### src/rtl/mem_arbiter_pkg.sv
// Shared word/request types and bus parameters for the memory arbiter slice.
package rvga_params;
    localparam int BYTES_PER_WORD = 4;
endpackage

package rvga_types;
    import rvga_params::*;

    typedef logic [31:0] rvga_word;

    typedef enum logic [1:0] {
        IDLE,
        SERVE_I,
        SERVE_D,
        DONE
    } mem_arb_state_t;

    typedef struct packed {
        rvga_word                  addr;
        rvga_word                  wdata;
        logic [BYTES_PER_WORD-1:0] wmask;
        logic                      read;
        logic                      write;
    } mem_req_t;
endpackage

### src/rtl/mem_arbiter_if.sv
// Word-wide request/response bus; master issues, slave completes with a resp pulse.
interface mem_arbiter_if #(
    parameter int BYTES_PER_WORD = rvga_params::BYTES_PER_WORD
);
    import rvga_types::*;

    rvga_word                  addr;
    rvga_word                  wdata;
    logic [BYTES_PER_WORD-1:0] wmask;
    logic                      read;
    logic                      write;
    rvga_word                  rdata;
    logic                      resp;

    modport master (
        output addr, wdata, wmask, read, write,
        input  rdata, resp
    );

    modport slave (
        input  addr, wdata, wmask, read, write,
        output rdata, resp
    );
endinterface

### src/rtl/mem_arbiter.sv
// Shares one memory port between fetch and data; data wins, bounded by a
// streak limit so a waiting fetch always gets through.
module mem_arbiter
    import rvga_types::*;
#(
    parameter int BYTES_PER_WORD = rvga_params::BYTES_PER_WORD,
    parameter int MAX_D_STREAK   = 4
) (
    input  logic          clk,
    input  logic          rst_n,
    mem_arbiter_if.slave  iddr,
    mem_arbiter_if.slave  dddr,
    mem_arbiter_if.master mem
);

    localparam int SW = $clog2(MAX_D_STREAK + 1);
    localparam logic [SW-1:0] STREAK_MAX = SW'(MAX_D_STREAK);

    mem_arb_state_t r_state;
    mem_req_t       r_req;
    logic [SW-1:0]  r_streak;
    rvga_word       r_irdata;
    rvga_word       r_drdata;
    logic           r_iresp;
    logic           r_dresp;

    logic                      w_d_req;
    logic                      w_grant_d;
    logic                      w_grant_i;
    logic [BYTES_PER_WORD-1:0] w_dmask;

    assign w_dmask = dddr.wmask;

    always_comb begin
        w_d_req   = dddr.read | dddr.write;
        w_grant_d = 1'b0;
        w_grant_i = 1'b0;
        if (r_state == IDLE) begin
            if (w_d_req && (!iddr.read || r_streak < STREAK_MAX))
                w_grant_d = 1'b1;
            else if (iddr.read)
                w_grant_i = 1'b1;
        end
    end

    always_ff @(posedge clk) begin
        if (!rst_n) begin
            r_state  <= IDLE;
            r_req    <= '0;
            r_streak <= '0;
            r_irdata <= '0;
            r_drdata <= '0;
            r_iresp  <= 1'b0;
            r_dresp  <= 1'b0;
        end else begin
            r_iresp <= 1'b0;
            r_dresp <= 1'b0;
            unique case (r_state)
                IDLE: begin
                    if (w_grant_d) begin
                        // a combined read+write is issued as a pure write
                        r_req.addr  <= dddr.addr;
                        r_req.wdata <= dddr.wdata;
                        r_req.wmask <= w_dmask;
                        r_req.write <= dddr.write;
                        r_req.read  <= dddr.read & ~dddr.write;
                        r_state     <= SERVE_D;
                        if (!iddr.read)
                            r_streak <= '0;
                        else if (r_streak < STREAK_MAX)
                            r_streak <= r_streak + 1'b1;
                    end else if (w_grant_i) begin
                        r_req.addr  <= iddr.addr;
                        r_req.wdata <= '0;
                        r_req.wmask <= '0;
                        r_req.write <= 1'b0;
                        r_req.read  <= 1'b1;
                        r_state     <= SERVE_I;
                        r_streak    <= '0;
                    end
                end
                SERVE_I: begin
                    if (mem.resp) begin
                        r_irdata    <= mem.rdata;
                        r_req.read  <= 1'b0;
                        r_req.write <= 1'b0;
                        r_iresp     <= 1'b1;
                        r_state     <= DONE;
                    end
                end
                SERVE_D: begin
                    if (mem.resp) begin
                        r_drdata    <= mem.rdata;
                        r_req.read  <= 1'b0;
                        r_req.write <= 1'b0;
                        r_dresp     <= 1'b1;
                        r_state     <= DONE;
                    end
                end
                DONE: r_state <= IDLE;
                default: r_state <= IDLE;
            endcase
        end
    end

    assign mem.addr   = r_req.addr;
    assign mem.wdata  = r_req.wdata;
    assign mem.wmask  = r_req.wmask;
    assign mem.read   = r_req.read;
    assign mem.write  = r_req.write;
    assign iddr.rdata = r_irdata;
    assign iddr.resp  = r_iresp;
    assign dddr.rdata = r_drdata;
    assign dddr.resp  = r_dresp;

endmodule
### src/flat_wrapper.sv
// flat-port wrapper written by rule: the top's interface ports become plain ports
module mem_arbiter_flat import rvga_types::*;
#(
    parameter int BYTES_PER_WORD = rvga_params::BYTES_PER_WORD,
    parameter int MAX_D_STREAK   = 4
)
  (clk, rst_n, iddr_addr, iddr_wdata, iddr_wmask, iddr_read, iddr_write, iddr_rdata, iddr_resp, dddr_addr, dddr_wdata, dddr_wmask, dddr_read, dddr_write, dddr_rdata, dddr_resp, mem_addr, mem_wdata, mem_wmask, mem_read, mem_write, mem_rdata, mem_resp);
  mem_arbiter_if #(.BYTES_PER_WORD(BYTES_PER_WORD)) iddr_i ();
  mem_arbiter_if #(.BYTES_PER_WORD(BYTES_PER_WORD)) dddr_i ();
  mem_arbiter_if #(.BYTES_PER_WORD(BYTES_PER_WORD)) mem_i ();
  input  logic clk;
  input  logic rst_n;
  input wire logic [$bits(iddr_i.addr)-1:0] iddr_addr;
  input wire logic [$bits(iddr_i.wdata)-1:0] iddr_wdata;
  input wire logic [$bits(iddr_i.wmask)-1:0] iddr_wmask;
  input wire logic [$bits(iddr_i.read)-1:0] iddr_read;
  input wire logic [$bits(iddr_i.write)-1:0] iddr_write;
  output wire logic [$bits(iddr_i.rdata)-1:0] iddr_rdata;
  output wire logic [$bits(iddr_i.resp)-1:0] iddr_resp;
  input wire logic [$bits(dddr_i.addr)-1:0] dddr_addr;
  input wire logic [$bits(dddr_i.wdata)-1:0] dddr_wdata;
  input wire logic [$bits(dddr_i.wmask)-1:0] dddr_wmask;
  input wire logic [$bits(dddr_i.read)-1:0] dddr_read;
  input wire logic [$bits(dddr_i.write)-1:0] dddr_write;
  output wire logic [$bits(dddr_i.rdata)-1:0] dddr_rdata;
  output wire logic [$bits(dddr_i.resp)-1:0] dddr_resp;
  output wire logic [$bits(mem_i.addr)-1:0] mem_addr;
  output wire logic [$bits(mem_i.wdata)-1:0] mem_wdata;
  output wire logic [$bits(mem_i.wmask)-1:0] mem_wmask;
  output wire logic [$bits(mem_i.read)-1:0] mem_read;
  output wire logic [$bits(mem_i.write)-1:0] mem_write;
  input wire logic [$bits(mem_i.rdata)-1:0] mem_rdata;
  input wire logic [$bits(mem_i.resp)-1:0] mem_resp;
  assign iddr_i.addr = iddr_addr;
  assign iddr_i.wdata = iddr_wdata;
  assign iddr_i.wmask = iddr_wmask;
  assign iddr_i.read = iddr_read;
  assign iddr_i.write = iddr_write;
  assign iddr_rdata = iddr_i.rdata;
  assign iddr_resp = iddr_i.resp;
  assign dddr_i.addr = dddr_addr;
  assign dddr_i.wdata = dddr_wdata;
  assign dddr_i.wmask = dddr_wmask;
  assign dddr_i.read = dddr_read;
  assign dddr_i.write = dddr_write;
  assign dddr_rdata = dddr_i.rdata;
  assign dddr_resp = dddr_i.resp;
  assign mem_addr = mem_i.addr;
  assign mem_wdata = mem_i.wdata;
  assign mem_wmask = mem_i.wmask;
  assign mem_read = mem_i.read;
  assign mem_write = mem_i.write;
  assign mem_i.rdata = mem_rdata;
  assign mem_i.resp = mem_resp;
  mem_arbiter #(.BYTES_PER_WORD(BYTES_PER_WORD), .MAX_D_STREAK(MAX_D_STREAK)) u_core (.clk(clk), .rst_n(rst_n), .iddr(iddr_i), .dddr(dddr_i), .mem(mem_i));
endmodule
### config.mk
export PLATFORM = sky130hd
export DESIGN_NAME = mem_arbiter_flat
export DESIGN_NICKNAME = d
export VERILOG_FILES = /design/src/rtl/mem_arbiter_pkg.sv /design/src/rtl/mem_arbiter_if.sv /design/src/rtl/mem_arbiter.sv /design/src/flat_wrapper.sv
export SDC_FILE = /design/constraint.sdc
export NUM_CORES = 1
export LEC_CHECK = 0
export ABC_AREA = 1
export BUFFER_PORTS_ARGS = -buffer_cell sky130_fd_sc_hd__buf_2
export CELL_PAD_IN_SITES_DETAIL_PLACEMENT = 1
export CELL_PAD_IN_SITES_GLOBAL_PLACEMENT = 1
export CORE_MARGIN = 8
export CORE_UTILIZATION = 30
export CTS_BUF_LIST = sky130_fd_sc_hd__clkbuf_8
export DETAILED_ROUTE_END_ITERATION = 10
export MAX_ROUTING_LAYER = met4
export PLACE_DENSITY = 0.9
export SYNTH_ARGS = -nofsm -noshare
export SYNTH_HDL_FRONTEND = slang
export SYNTH_SLANG_ARGS = --single-unit
### constraint.sdc
create_clock -name clk -period 1.9 [get_ports clk]
set_input_delay 0.095 -clock clk [delete_from_list [all_inputs] [get_ports clk]]
set_output_delay 0.095 -clock clk [all_outputs]
set_load 0.005 [all_outputs]
==> run_results.csv <==
group,metric,value,unit
die,die_y,150,um
synth,synth_edf_count,0,
cts,tritoncts,"yes",
timing,fin_crit_sh,89.5,%
die,num_io_pins,311,
timing,finalHoldViolCount,0,
drt,firstDrtPassIters,6,
drt,ant_nets,0,
die,start_util,30.2,%
synth,ys_seq_area_share,52.8,%
worst_setup_path,endpoint_kind,"flop",
synth,ys.warnings.count,0,
timing,worstMarginPinSlew,0.487,ns
timing,slew_viol_final,0,
grt,antenna_found_initial,7,
grt,grt-ovfl-total,0,
synth,synth_cells,716,
power_and_ir_drop,p_per_area,1280,nW/um^2
synth,ys.flop_type,"dfxtp_1",
timing,rsz0062_at_grt,"no",
timing,finalCriticalPeriod,1.70,ns
worst_hold_path,hp-class,"primary input to flop",
timing,maxSlewHeadroom,67.5,%
grt,grt_max_degree,65,
cts,cts_root_buf,"clkbuf_8",
cells_and_area,syn2layout_area_growth,62.5,%
synth,avgSynthCellArea,7.47,um^2
cells_and_area,final_util,49.0,%
die,dieArea,22400,um^2
drt,avgViaCountPerCell,4.80,
place,gp_congestion,0.765,
timing,setup_tns,0,ns
worst_setup_path,worstPathRequired,2.26,ns
die,core_region_area,17700,um^2
timing,setup_viol,0,
die,rows,49,
synth,synth_cell_types,19,
cts,clkSinkCount,141,
place,portBuffers,273,
cells_and_area,final_cells,1351,
cells_and_area,drive_gt1_share,28.7,%
place,dp.cells,1182,
cts,path_clk_slew,0.08,ns
worst_setup_path,cp.arrival,2.06,ns
drt,vias,6484,
place,hpwlAfterDp,13900,um
worst_setup_path,cp-start-kind,"flop",
grt,track_usage,22.2,%
synth,async_flop_share,0,%
status,status,"finished clean",
cts,htreeDepth,4,
cts,clk_latency,0.44,ns
drt,drtIter0Drc,244,
worst_setup_path,crit_type,"flop to flop",
synth,syn_area,5350,um^2
power_and_ir_drop,p_leak,0.00423,uW
timing,finClkSkew,0.0126,ns
synth,ys_seq_elements,141,
drt,finalWirelength,24500,um
synth,syn_nets,896,
grt,grt_pass1_vias,7083,
power_and_ir_drop,irDropWorstVdd,0.648,mV
die,dieWidth,150,um
drt,drc,0,
drt,post_drt_wl_per_cell,18.1,um
timing,fmax,588,MHz
cells_and_area,nets,1282,
flow_run,maxCapViolations,0,
grt,grt_first_pass_wirelength,37700,um
worst_setup_path,r2r_slack,0.20,ns
cts,cts_buffers,17,
worst_setup_path,critical_path.max_fanout,64,
cts,clk_path_buf_depth,2,
synth_stat cells (4+ instances only):
cell type | instances | area, um^2
buf_4 | 7 | 52.6
ha_1 | 5 | 62.6
o21ai_1 | 6 | 30.0
o21ai_0 | 124 | 621
nand2_1 | 126 | 473
a21oi_1 | 71 | 355
dfxtp_1 | 141 | 2820
nor2_1 | 140 | 526
nand3_1 | 4 | 20.0
clkbuf_1 | 29 | 109
buf_2 | 11 | 55.1
inv_1 | 45 | 169
repair_timing:
item,CTS,global route
resized for setup,0,0
hold buffers,130,0
setup buffers,0,0
endpoints found under the hold margin,133,0
critical path, stage by stage (launching register included):
cell      delay [ns]
dfxtp_1         0.34
inv_1           0.11
ha_1            0.31
a21boi_4        0.26
buf_12          0.27
o21ai_0         0.15
a21oi_1         0.18
kinds of logic after synthesis:
logic type | synth area share, %
flip-flops | 52.8
AO/OA/AOI/OAI | 19.0
buffers and inverters | 7.56
AND/OR/NAND/NOR | 19.5
adder cells (fa/ha/maj) | 1.17
final cells by class:
| class | count | area [um^2] |
|---|---|---|
| inverters | 47 | 176 |
| fillers | 2219 | 9030 |
| multi-input cells | 480 | 2130 |
| repair buffers | 415 | 2830 |
| clock buffers | 19 | 262 |
| flip-flops and latches | 141 | 2820 |
| clock inverters | 12 | 160 |
| diodes | 8 | 20.0 |
| well taps | 229 | 287 |
metrics by stage:
step                      power (uW)  hold slack (ns)  cell area, um^2  setup WS [ns]
after detailed placement        8210            0.355             6950          0.284
final                          11100           0.0858             8690          0.199
after floorplan                 6490            0.242             5350          0.455
after CTS                      11100           0.0259             8670          0.255
after global routing           12000           0.0794             8690         0.0585
after global placement          8040            0.348             6950          0.365
path summary, 6_finish.rpt:
check                                          start                   end  cells past startpoint
worst max-delay path               u_core.r_state[1]   u_core.mem.addr[25]                      6
worst min-delay path                    iddr_addr[1]    u_core.mem.addr[1]                      5
worst max register to register     u_core.r_state[1]   u_core.mem.addr[25]                      6
worst min register to register  u_core.mem.wdata[20]  u_core.mem.wdata[20]                      2
where the power goes:
group | internal (uW) | total (uW) | switching, uW
Combinational | 1750 | 4370 | 2620
Clock | 1380 | 2600 | 1230
Sequential | 3750 | 4160 | 414
state kept, by name (all words and copies together), names as in the netlist:
| signal | flops |
|---|---|
| u_core.mem.addr | 32 |
| u_core.r_state | 2 |
| u_core.mem.read | 1 |
| u_core.iddr.rdata | 32 |
| u_core.dddr.rdata | 32 |
| u_core.r_streak | 3 |
| u_core.mem.wmask | 4 |
| u_core.mem.wdata | 32 |
| u_core.dddr.resp | 1 |
| u_core.mem.write | 1 |
| u_core.iddr.resp | 1 |
layer usage:
metal  track usage [%]  part of all wire, %
met5                 -                    0
met2              37.0                   48
met1              23.5                   40
met3              7.17                  7.9
met4              10.7                  3.7
layout by cell type, fill, tap and decap left out:
| master | count |
|---|---|
| clkinv_2 | 2 |
| clkinvlp_4 | 1 |
| dfxtp_1 | 141 |
| nand3_1 | 4 |
| a21oi_1 | 71 |
| buf_12 | 6 |
| buf_4 | 6 |
| clkinv_4 | 3 |
| clkinv_1 | 1 |
| inv_1 | 45 |
| nand3_2 | 1 |
| bufinv_16 | 3 |
| ha_1 | 5 |
| nand4_1 | 1 |
| clkbuf_8 | 19 |
| or2_2 | 1 |
| o21ai_1 | 6 |
| diode_2 | 8 |
| o21ai_0 | 124 |
| inv_2 | 1 |
| nand2_1 | 126 |
| buf_2 | 273 |
| dlygate4sd3_1 | 130 |
| nor2_1 | 140 |
| a21boi_4 | 1 |
| inv_6 | 3 |
Power figures use the tool's default switching activity.
